==> src/rtl/pmem_arbiter.sv <==
// Arbitrates I-cache and D-cache line transfers onto one physical-memory port.
// Define PMEM_ARB_ROUND_ROBIN_EN to alternate on contention; otherwise the D-cache always wins.
module pmem_arbiter #(
  parameter int LINE_W = 256,
  parameter int ADDR_W = 32
) (
  input  logic              clk,
  input  logic              rst_n,
  input  logic              i_pmem_read,
  input  logic [ADDR_W-1:0] i_pmem_address,
  output logic [LINE_W-1:0] i_pmem_rdata,
  output logic              i_pmem_resp,
  input  logic              d_pmem_read,
  input  logic              d_pmem_write,
  input  logic [ADDR_W-1:0] d_pmem_address,
  input  logic [LINE_W-1:0] d_pmem_wdata,
  output logic [LINE_W-1:0] d_pmem_rdata,
  output logic              d_pmem_resp,
  output logic              pmem_read,
  output logic              pmem_write,
  output logic [ADDR_W-1:0] pmem_address,
  output logic [LINE_W-1:0] pmem_wdata,
  input  logic [LINE_W-1:0] pmem_rdata,
  input  logic              pmem_resp
);
  localparam int OFF_W = $clog2(LINE_W / 8);
  localparam logic SIDE_I = 1'b0;
  localparam logic SIDE_D = 1'b1;

  typedef enum logic [2:0] {IDLE, GRANT_I, GRANT_D_RD, GRANT_D_WR, RELEASE} state_t;

  state_t            state_reg, state_next;
  logic              last_grant_reg, last_grant_next;
  logic [ADDR_W-1:0] addr_reg, addr_next;
  logic [LINE_W-1:0] wdata_reg, wdata_next;
  logic [ADDR_W-1:0] line_mask;
  logic              i_req, d_req, contend_d, pick_d;

  genvar gi;
  generate
    for (gi = 0; gi < ADDR_W; gi++) begin : g_line_mask
      assign line_mask[gi] = (gi >= OFF_W);
    end
  endgenerate

  assign i_req = i_pmem_read;
  assign d_req = d_pmem_read | d_pmem_write;

`ifdef PMEM_ARB_ROUND_ROBIN_EN
  assign contend_d = (last_grant_reg == SIDE_I);
`else
  assign contend_d = 1'b1;
`endif

  assign pick_d = d_req & (~i_req | contend_d);

  always_ff @(posedge clk) begin
    if (!rst_n) begin
      state_reg      <= IDLE;
      last_grant_reg <= SIDE_I;
      addr_reg       <= '0;
      wdata_reg      <= '0;
    end else begin
      state_reg      <= state_next;
      last_grant_reg <= last_grant_next;
      addr_reg       <= addr_next;
      wdata_reg      <= wdata_next;
    end
  end

  always_comb begin
    state_next      = state_reg;
    last_grant_next = last_grant_reg;
    addr_next       = addr_reg;
    wdata_next      = wdata_reg;
    pmem_read       = 1'b0;
    pmem_write      = 1'b0;
    i_pmem_resp     = 1'b0;
    d_pmem_resp     = 1'b0;
    case (state_reg)
      IDLE: begin
        if (i_req | d_req) begin
          last_grant_next = pick_d ? SIDE_D : SIDE_I;
          if (pick_d) begin
            addr_next = d_pmem_address & line_mask;
            // A simultaneous read+write from the D-cache is resolved as the writeback.
            if (d_pmem_write) begin
              state_next = GRANT_D_WR;
              wdata_next = d_pmem_wdata;
            end else begin
              state_next = GRANT_D_RD;
            end
          end else begin
            addr_next  = i_pmem_address & line_mask;
            state_next = GRANT_I;
          end
        end
      end
      GRANT_I: begin
        pmem_read = 1'b1;
        if (pmem_resp) begin
          i_pmem_resp = rst_n;
          state_next  = RELEASE;
        end
      end
      GRANT_D_RD: begin
        pmem_read = 1'b1;
        if (pmem_resp) begin
          d_pmem_resp = rst_n;
          state_next  = RELEASE;
        end
      end
      GRANT_D_WR: begin
        pmem_write = 1'b1;
        if (pmem_resp) begin
          d_pmem_resp = rst_n;
          state_next  = RELEASE;
        end
      end
      // One dead cycle so a requester still holding its strobe after resp is not re-served.
      RELEASE: state_next = IDLE;
      default: state_next = IDLE;
    endcase
  end

  assign pmem_address = addr_reg;
  assign pmem_wdata   = wdata_reg;
  assign i_pmem_rdata = pmem_rdata;
  assign d_pmem_rdata = pmem_rdata;

endmodule

==> config.mk <==
export PLATFORM = sky130hd
export DESIGN_NAME = pmem_arbiter
export DESIGN_NICKNAME = d
export VERILOG_FILES = /design/src/rtl/pmem_arbiter.sv
export SDC_FILE = /design/constraint.sdc
export NUM_CORES = 1
export LEC_CHECK = 0
export BUFFER_PORTS_ARGS = -buffer_cell sky130_fd_sc_hd__buf_2
export CAP_MARGIN = 40
export CORE_AREA = 5 5 542 544
export DETAILED_ROUTE_END_ITERATION = 10
export DIE_AREA = 0 0 547 549
export GPL_TIMING_DRIVEN = 0
export PLACE_DENSITY = 0.3
export SKIP_CTS_REPAIR_TIMING = 1
export SYNTH_ARGS = -nofsm -noshare
export SYNTH_HDL_FRONTEND = slang
export SYNTH_SLANG_ARGS = --single-unit
export TNS_END_PERCENT = 10
==> constraint.sdc <==
create_clock -name clk -period 2.2 [get_ports clk]
set_input_delay 0.11 -clock clk [delete_from_list [all_inputs] [get_ports clk]]
set_output_delay 0.11 -clock clk [all_outputs]
set_load 0.02 [all_outputs]
* Word-level counts from Yosys, hierarchy flattened *
Index checks and enable logic that the tools add are counted.

operators by class
  eq/ne operators = 5
  multiplexer cells = 11
  bitwise gates (word level) = 2
  reductions and logical operators = 7

operators by type and width
  kind                  number
  $mux W32              1
  $mux W3               3
  $eq A3 B2 Y1 const B  2
  $mux W1               6
  $pmux W3 S2           1
  $reduce_and A2 Y1     2
  $reduce_and A4 Y1     1
  $reduce_or A2 Y1      2
  $eq A3 B1 Y1 const B  1
  $logic_not A3 Y1      1
  $reduce_or A3 Y1      1
  $ne A2 B1 Y1 const B  1
  $ne A2 B2 Y1 const B  1
  $or A1 B1 Y1          2

storage, ports and cells
  register bits = 291
  input port bits = 582
  output and inout bits = 804

* Depth between registers and ports, before layout *
Gate-level depths: netlist (run 1).

  depth after elaboration = 4
  mapped depth = 7

* Least setup slack after synthesis (run 1) *
Ideal clock, no wire load.

  path kind = register to register
  start = register state_reg[1]
  end = register wdata_reg[100], in the netlist pmem_wdata[100]
  data arrival time = 1.410 ns
  data required time = 2.068 ns
  path slack = 0.658 ns
  cell stages (with the launch flop) = 8
  path through = dfxtp_1 buf_2 or4b_1 buf_2 buf_6 buf_6 nand2_1 a21oi_1

on the way
  cells in the longest elaborated chain, start to end = 2

ends and longest elaborated chain
  item                         RTL line  source
  start: declaration           32        state_t state_reg, state_next;
  start signal: assignment     64        state_reg <= state_next;
  $logic_not A3 Y1             -
  $reduce_and A4 Y1 (no line)  -
  end signal: assignment       67        wdata_reg <= wdata_next;
  end: declaration             35        logic [LINE_W-1:0] wdata_reg, wdata_next;

Every way passes these cells.
A chain may end at the register's enable or synchronous reset.

* Worst setup path after layout (run 1) *
  start = register state_reg[0]
  end = output port pmem_write

on the way
  cells in the longest elaborated chain, start to end = 2

ends and longest elaborated chain
  item              RTL line  source
  $eq A3 B2 Y1      80        case (state_reg)
  $mux W1           80
  end: declaration  20        output logic pmem_write,

Every way passes these cells.

==> metrics.txt, run 1 <==
core area=roughly 0.29 mm2; Fin Setup TNS=0 ps; multi-input gate area in the final layout=0.00398 mm2; Cells after Synth=between 1,500 and 2,000; Final Power=approximately 20,000 uW; IO Port Bufs=1,114; #FFs+latches synth=between 200 and 300; nets=3,882; Initial Util=4.92%; GRT Total Usage=between 10% and 20%; Worst Hold Class=input pin to flip-flop; clk slew on worst S/H paths=roughly 60 ps; row cnt=a little under 200; I/O pin count=1,386; Hold EP=state_reg[0]; CP max stage cell=dfxtp_1; Final period util=91.7%; largest net degree at the start of global routing=13; worst reg2reg endpoint=pmem_wdata[94]; PwrDens=between 600 and 700 mW/mm2; die area=roughly 0.3 mm2; Iteration-0 DRC Markers=798; synthesized area=0.0142 mm2; CTS tree=built; Antenna Violating Nets Remaining=0; Routed Wire Length=about 170,000 um; clk sinks=between 200 and 300; Setup-failing EPs final=0; antenna violations before repair=82; CP Capture Type=output pin; drt via density=between 2 and 3; HP Start=d_pmem_read; H-Tree Depth=2; Final min period=roughly 2000 ps; dpl cells=roughly 6,700; Remaining Overflow, GRT=0; Max-Cap Viols=0; CTS Buf Count=43; R2R setup slack=190 ps; CP bufs+invs=1; Critical Path RT=roughly 2100 ps; Root Driver=clkbuf_16; Routability Congestion=between 0.9 and 1; Post-DP HPWL=approximately 150,000 um; CP Launch Type=flip-flop; Leakage=around 0.013 uW; DP Area=approximately 0.025 mm2; hold slack=93.1 ps; # DRC=0; WL/cell=23.7 um; Max VDD drop=a little under 0.5 mV; Post-synth EDFFs=0; WS Path Type=flip-flop to output pin; status=finished, final reports clean; Slew @ Worst Pin=857 ps; Seq. cell area=0.00573 mm2; Hold Path Depth=5; Crit path max-delay family=flip-flops; r2r startpoint=state_reg[0]; Final Max Tran Viols=0; RSZ-0062 raised after global routing=false; post-route cell area=0.0294 mm2; Bufs on Longest Clock Path=3; Worst-Skew Late Latency=a little under 700 ps; worst-path fanout max=7; Yosys cell types=27; synth warn=0; layout cells sized above 1=between 50% and 60%; drt pass-1 iters=5; worst path cell trace=nand2b_1, nor2_1, buf_2; global-route wire length before repair=around 200,000 um; Non-Filler Instances=slightly above 7,000; CP max stage delay=slightly above 500 ps; Worst Skew=between 20 and 30 ps; die height=549 um; maximum clock rate=0.496 GHz; Die W=547 um; CP arrival=approximately 1900 ps; Primary FF master, synth=dfxtp_1; Avg Synthesized Cell Area=7.85 um2; Vias=approximately 18,000; Worst slew margin=42.9%; Syn-to-layout area delta=107%; fillcell total=between 30,000 and 40,000; final hold vios=0; Reg2Reg Depth=6; vias in the first global route=about 17,000; post-synthesis sequential area ratio=between 40% and 50%; max FFs per register=roughly 260; ys async rst share=0%
## per-stage QoR
stage	setup WS (ps)	utilization (%)
after CTS	-533	9.04
after floorplan	658	-
after detailed placement	-531	8.53
after global placement	-947	8.50
final	183	10.2
after global routing	5.68	10.2
## how the worst max path moves through the flow
stage                 start         endpoint  slack, ps  cells past startpoint
4_1_cts        state_reg[1]    pmem_wdata[6]       -530                      7
2_1_floorplan  state_reg[1]  pmem_wdata[100]        660                      7
3_5_place_dp   state_reg[1]   pmem_wdata[94]       -530                      7
3_3_place_gp   state_reg[1]   pmem_wdata[94]       -950                      6
5_1_grt        state_reg[1]    pmem_wdata[7]          6                      7
6_report       state_reg[0]       pmem_write        180                      3
## area by class of cell
class	count	area share (%)
antenna	20	0.170
sequential	286	19.5
clock buffer	62	4.28
clock inverter	15	0.753
tap	3800	16.2
timing repair buffer	1441	30.2
buffer	623	15.4
inverter	2	0.0255
multi-input combinational	903	13.5
## cells by family (layout without fill, tap and decap cells)
kind of cell / count (synthesis) / in the layout / share of synthesized area, %
AO/OA/AOI/OAI: 340 / 340 / 12.7
other: 1 / 25 / 0.0264
XOR/XNOR: 1 / 1 / 0.0616
flip-flops: 286 / 286 / 40.3
AND/OR/NAND/NOR: 557 / 557 / 15.0
buffers and inverters: 625 / 2143 / 31.9
## synth_stat cells (all sizes together), types with 2 or more instances
master	count	area share (%)
nor2	5	0.15
a21oi	284	10
clkbuf	41	1.1
nand2b	2	0.088
buf	582	31
nand2	540	14
nor3	3	0.11
dfxtp	286	40
o21ai	27	0.95
a311oi	27	1.7
## power by group
part           total, uW  switching (uW)  leakage [uW]  internal [uW]
Sequential          6050             366       0.00234           5680
Combinational       6720            4290        0.0101           2420
Clock               7550            3110      0.000726           4440
Total              20300            7770        0.0132          12500
## worst reg2reg max path: stages (launching register included)
cell	delay, ps
dfxtp_1	400
nor4b_4	430
buf_4	230
buf_6	260
buf_2	290
nand2_1	170
a21oi_1	160
## metal layers
layer | track usage [%] | vias to the layer above | part of all wire [%]
li1 | - | 8295 | -
met1 | 11.2 | 8246 | 36
met2 | 17.1 | 1159 | 44
met3 | 8.14 | 169 | 18
met4 | 2.07 | 56 | 2.3
met5 | 0 | - | 0.23
## placed cells by master (no fill, tap or decap), types with 2 or more instances in the layout
cell | netlist | layout
buf_8 | 0 | 4
clkbuf_1 | 41 | 46
a21oi_1 | 284 | 284
clkinv_2 | 0 | 6
nor3_1 | 3 | 3
diode_2 | 0 | 20
buf_2 | 38 | 1150
o21ai_1 | 3 | 3
nand2_1 | 540 | 540
conb_1 | 1 | 5
o21ai_0 | 24 | 24
dfxtp_1 | 286 | 286
buf_6 | 27 | 31
clkbuf_16 | 0 | 43
bufinv_16 | 0 | 4
clkbuf_2 | 0 | 3
buf_4 | 517 | 519
clkbuf_8 | 0 | 11
nor2_1 | 4 | 4
nand2b_1 | 2 | 2
dlygate4sd3_1 | 0 | 319
a311oi_1 | 27 | 27
No activity file was read; power rests on OpenSTA's default activity.
==> inputs of run 2 (changes only) <==
- ABC_AREA: not set -> 1
- BUFFER_PORTS_ARGS: -buffer_cell sky130_fd_sc_hd__buf_2 -> -buffer_cell sky130_fd_sc_hd__buf_4
- CORE_AREA: 5 5 542 544 -> 5 5 539 541
- DIE_AREA: 0 0 547 549 -> 0 0 544 546
- HOLD_SLACK_MARGIN: not set -> 0.15
==> run 2 against run 1 <==
Effect of this change: via count is 26% higher; non-clock buffer count is 48 higher; critical path type is now input pin to output pin; final area is 24% higher; setup slack worse by 69 ps; largest power group is now combinational cells; register-to-register slack worse by 20 ps.
==> metrics.txt, run 2 <==
Bufs on Longest Clock Path=3; Root Driver=clkbuf_16; clk sinks=about 290; commonest non-fill, non-tap cell in the layout=buf_4; Clk pwr share=between 30% and 40%; RSZ-0062 raised after global routing=true; Final min period=around 2100 ps; Antenna Violating Nets Remaining=0; Worst Hold Class=input pin to flip-flop; Synth top cells by count=inv_1 (751), nand2_1 (569), buf_4 (532); Post-synth EDFFs=0; IO Port Bufs=approximately 1,100; synth warn=0; Leakage=0.0190 uW; CP max stage cell=clkbuf_1; clk slew on worst S/H paths=60 ps; CP Capture Type=output pin; Critical Path RT=roughly 2100 ps; Avg Synthesized Cell Area=around 6.3 um2; Max-Cap Viols=0; max FFs per register=around 260; Max VDD drop=between 0.4 and 0.5 mV; GRT Total Usage=between 10% and 20%; final hold vios=0; die height=about 550 um; PwrDens=roughly 660 mW/mm2; Iteration-0 DRC Markers=approximately 1,100; grt met2 use=about 18%; synthesized area=roughly 0.019 mm2; post-synthesis sequential area ratio=30.8%; status=finished, final reports clean; CTS tree=built; global-route wire length before repair=roughly 210,000 um; final worst slack=approximately 110 ps; Routed Wire Length=roughly 170,000 um; I/O pin count=1,386; WS Path Type=input pin to output pin; most frequent cells in the layout=buf_4 (1,647), inv_1 (751), nand2_1 (569), dlygate4sd3_1 (312), nor2_1 (288); largest net degree at the start of global routing=13; post-route cell area=0.0365 mm2; WL/cell=between 20 and 25 um; met3 Use GR=~7.3%; Switching Power=9770 uW; layout cells sized above 1=between 40 and 50%; Yosys cell types=21; sequential cell fraction of total power=about a quarter; CP Launch Type=input pin; vias in the first global route=~21,000; H-Tree Depth=2; Top Usage Layer GRT=met2; die area=0.297 mm2; Worst-Skew Late Latency=roughly 650 ps; Cells after Synth=just under 3,000; CP max stage delay=630 ps; core area=approximately 0.28 mm2; Final Max Tran Viols=0; Final period util=94.8%; switching fraction of total power=about two fifths; #FFs+latches synth=around 290; Routability Congestion=0.840; Remaining Overflow, GRT=0; Worst Skew=about 57 ps; Worst slew margin=a little over two fifths; Primary FF master, synth=dfxtp_1; antenna violations before repair=76; met1 GRT Util=between 10% and 20%; drt pass-1 iters=5; Pint=approximately 14,000 uW; Crit path max-delay family=buffers and inverters; row cnt=around 200; ys async rst share=0%; Vias=between 20,000 and 25,000; fin util=between 10% and 20%; CP bufs+invs=5; hold slack=roughly 240 ps; Post-DP HPWL=~160,000 um; most frequent cell after synthesis=inv_1; maximum clock rate=roughly 0.48 GHz; Syn-to-layout area delta=96.3%; worst-path fanout max=10; dpl cells=7,836; top cell type's share of synthesized area=a little under a third; Worst path depth=6; Non-Filler Instances=slightly above 8,000; CP arrival=around 2000 ps; worst path cell trace=clkbuf_2, buf_16, clkbuf_1, inv_1, nor3_1, buf_4; drt via density=roughly 2.7; Reg2Reg Depth=8; Area contributors post-synth=dfxtp_1 (31%), buf_4 (21%), inv_1 (15%); DP Area=approximately 0.032 mm2; pre-CTS setup slack=-675 ps; # DRC=0; nets=5,017; Slew @ Worst Pin=about 850 ps; Gate power share=42.4%; cell taking the most area after synthesis=dfxtp_1; Hold Path Depth=5; Initial Util=6.54%; Die W=approximately 540 um; CTS Buf Count=between 40 and 50; Setup-failing EPs final=0
[run 2: cell count changes in the layout (fill, tap and decap cells not counted), moves of 29 or more]
cell / previous run / this run
o21ai_0: 24 / 55
nand2_1: 540 / 569
buf_4: 519 / 1647
buf_2: 1150 / 72
nor2_1: 4 / 288
a21oi_1: 284 / 28
nand4_1: 0 / 256
inv_1: 1 / 751
[run 2: path summary, 6_finish.rpt]
kind,startpoint,endpoint,slack [ps]
hold / removal,d_pmem_read,state_reg[0],240
hold reg to reg,pmem_address[21],pmem_address[21],480
setup / recovery,rst_n,i_pmem_resp,110
setup reg to reg,state_reg[0],pmem_wdata[123],170
[run 2: cell type report]
| cell class | instances | area, um2 |
|---|---|---|
| antenna | 40 | 100 |
| buffer | 679 | 4660 |
| clock buffer | 65 | 1300 |
| clock inverter | 17 | 173 |
| fill | 33400 | 248000 |
| inverter | 775 | 2910 |
| multi-input combinational | 1215 | 5340 |
| sequential | 286 | 5730 |
| tap | 3762 | 4710 |
| timing repair buffer | 1433 | 11600 |
[run 2: kinds of logic after synthesis]
group	Yosys count	synth area share (%)
and+or+nand+nor	1124	26.3
DFF	286	30.8
buffers and inverters	1454	40.6
AOI/OAI and AO/OA	86	2.33
other	1	0.0202
[run 2: per-layer routing]
layer  vias to the layer above  wire (um)
met4                        60       2810
li1                      11100          -
met3                       147      26100
met5                         -        410
met2                      1059      78300
met1                     10100      64200
[run 2: worst min-delay path: cells and delay by family]
kind	cells	cell delay (ps)
AOI/OAI and AO/OA	1	150
buffers and inverters	2	360
and+or+nand+nor	2	210
[run 2: power by group through the flow]
stage                     Sequential [uW]  Combinational (uW)  Clock [uW]
after detailed placement             6550                9930           0
after global placement               6530                9960           0
after floorplan                      7330                4110           0
after CTS                            6440                9970        7890
after global routing                 6520               11200        8040
final                                6430               10200        7440
[run 2: through the flow]
stage	power [uW]	TNS, ps
2_1_floorplan	11400	0
3_3_place_gp	16500	-272870
3_5_place_dp	16500	-66290
4_1_cts	24300	-11680
5_1_grt	25800	-54.1
6_report	24100	0
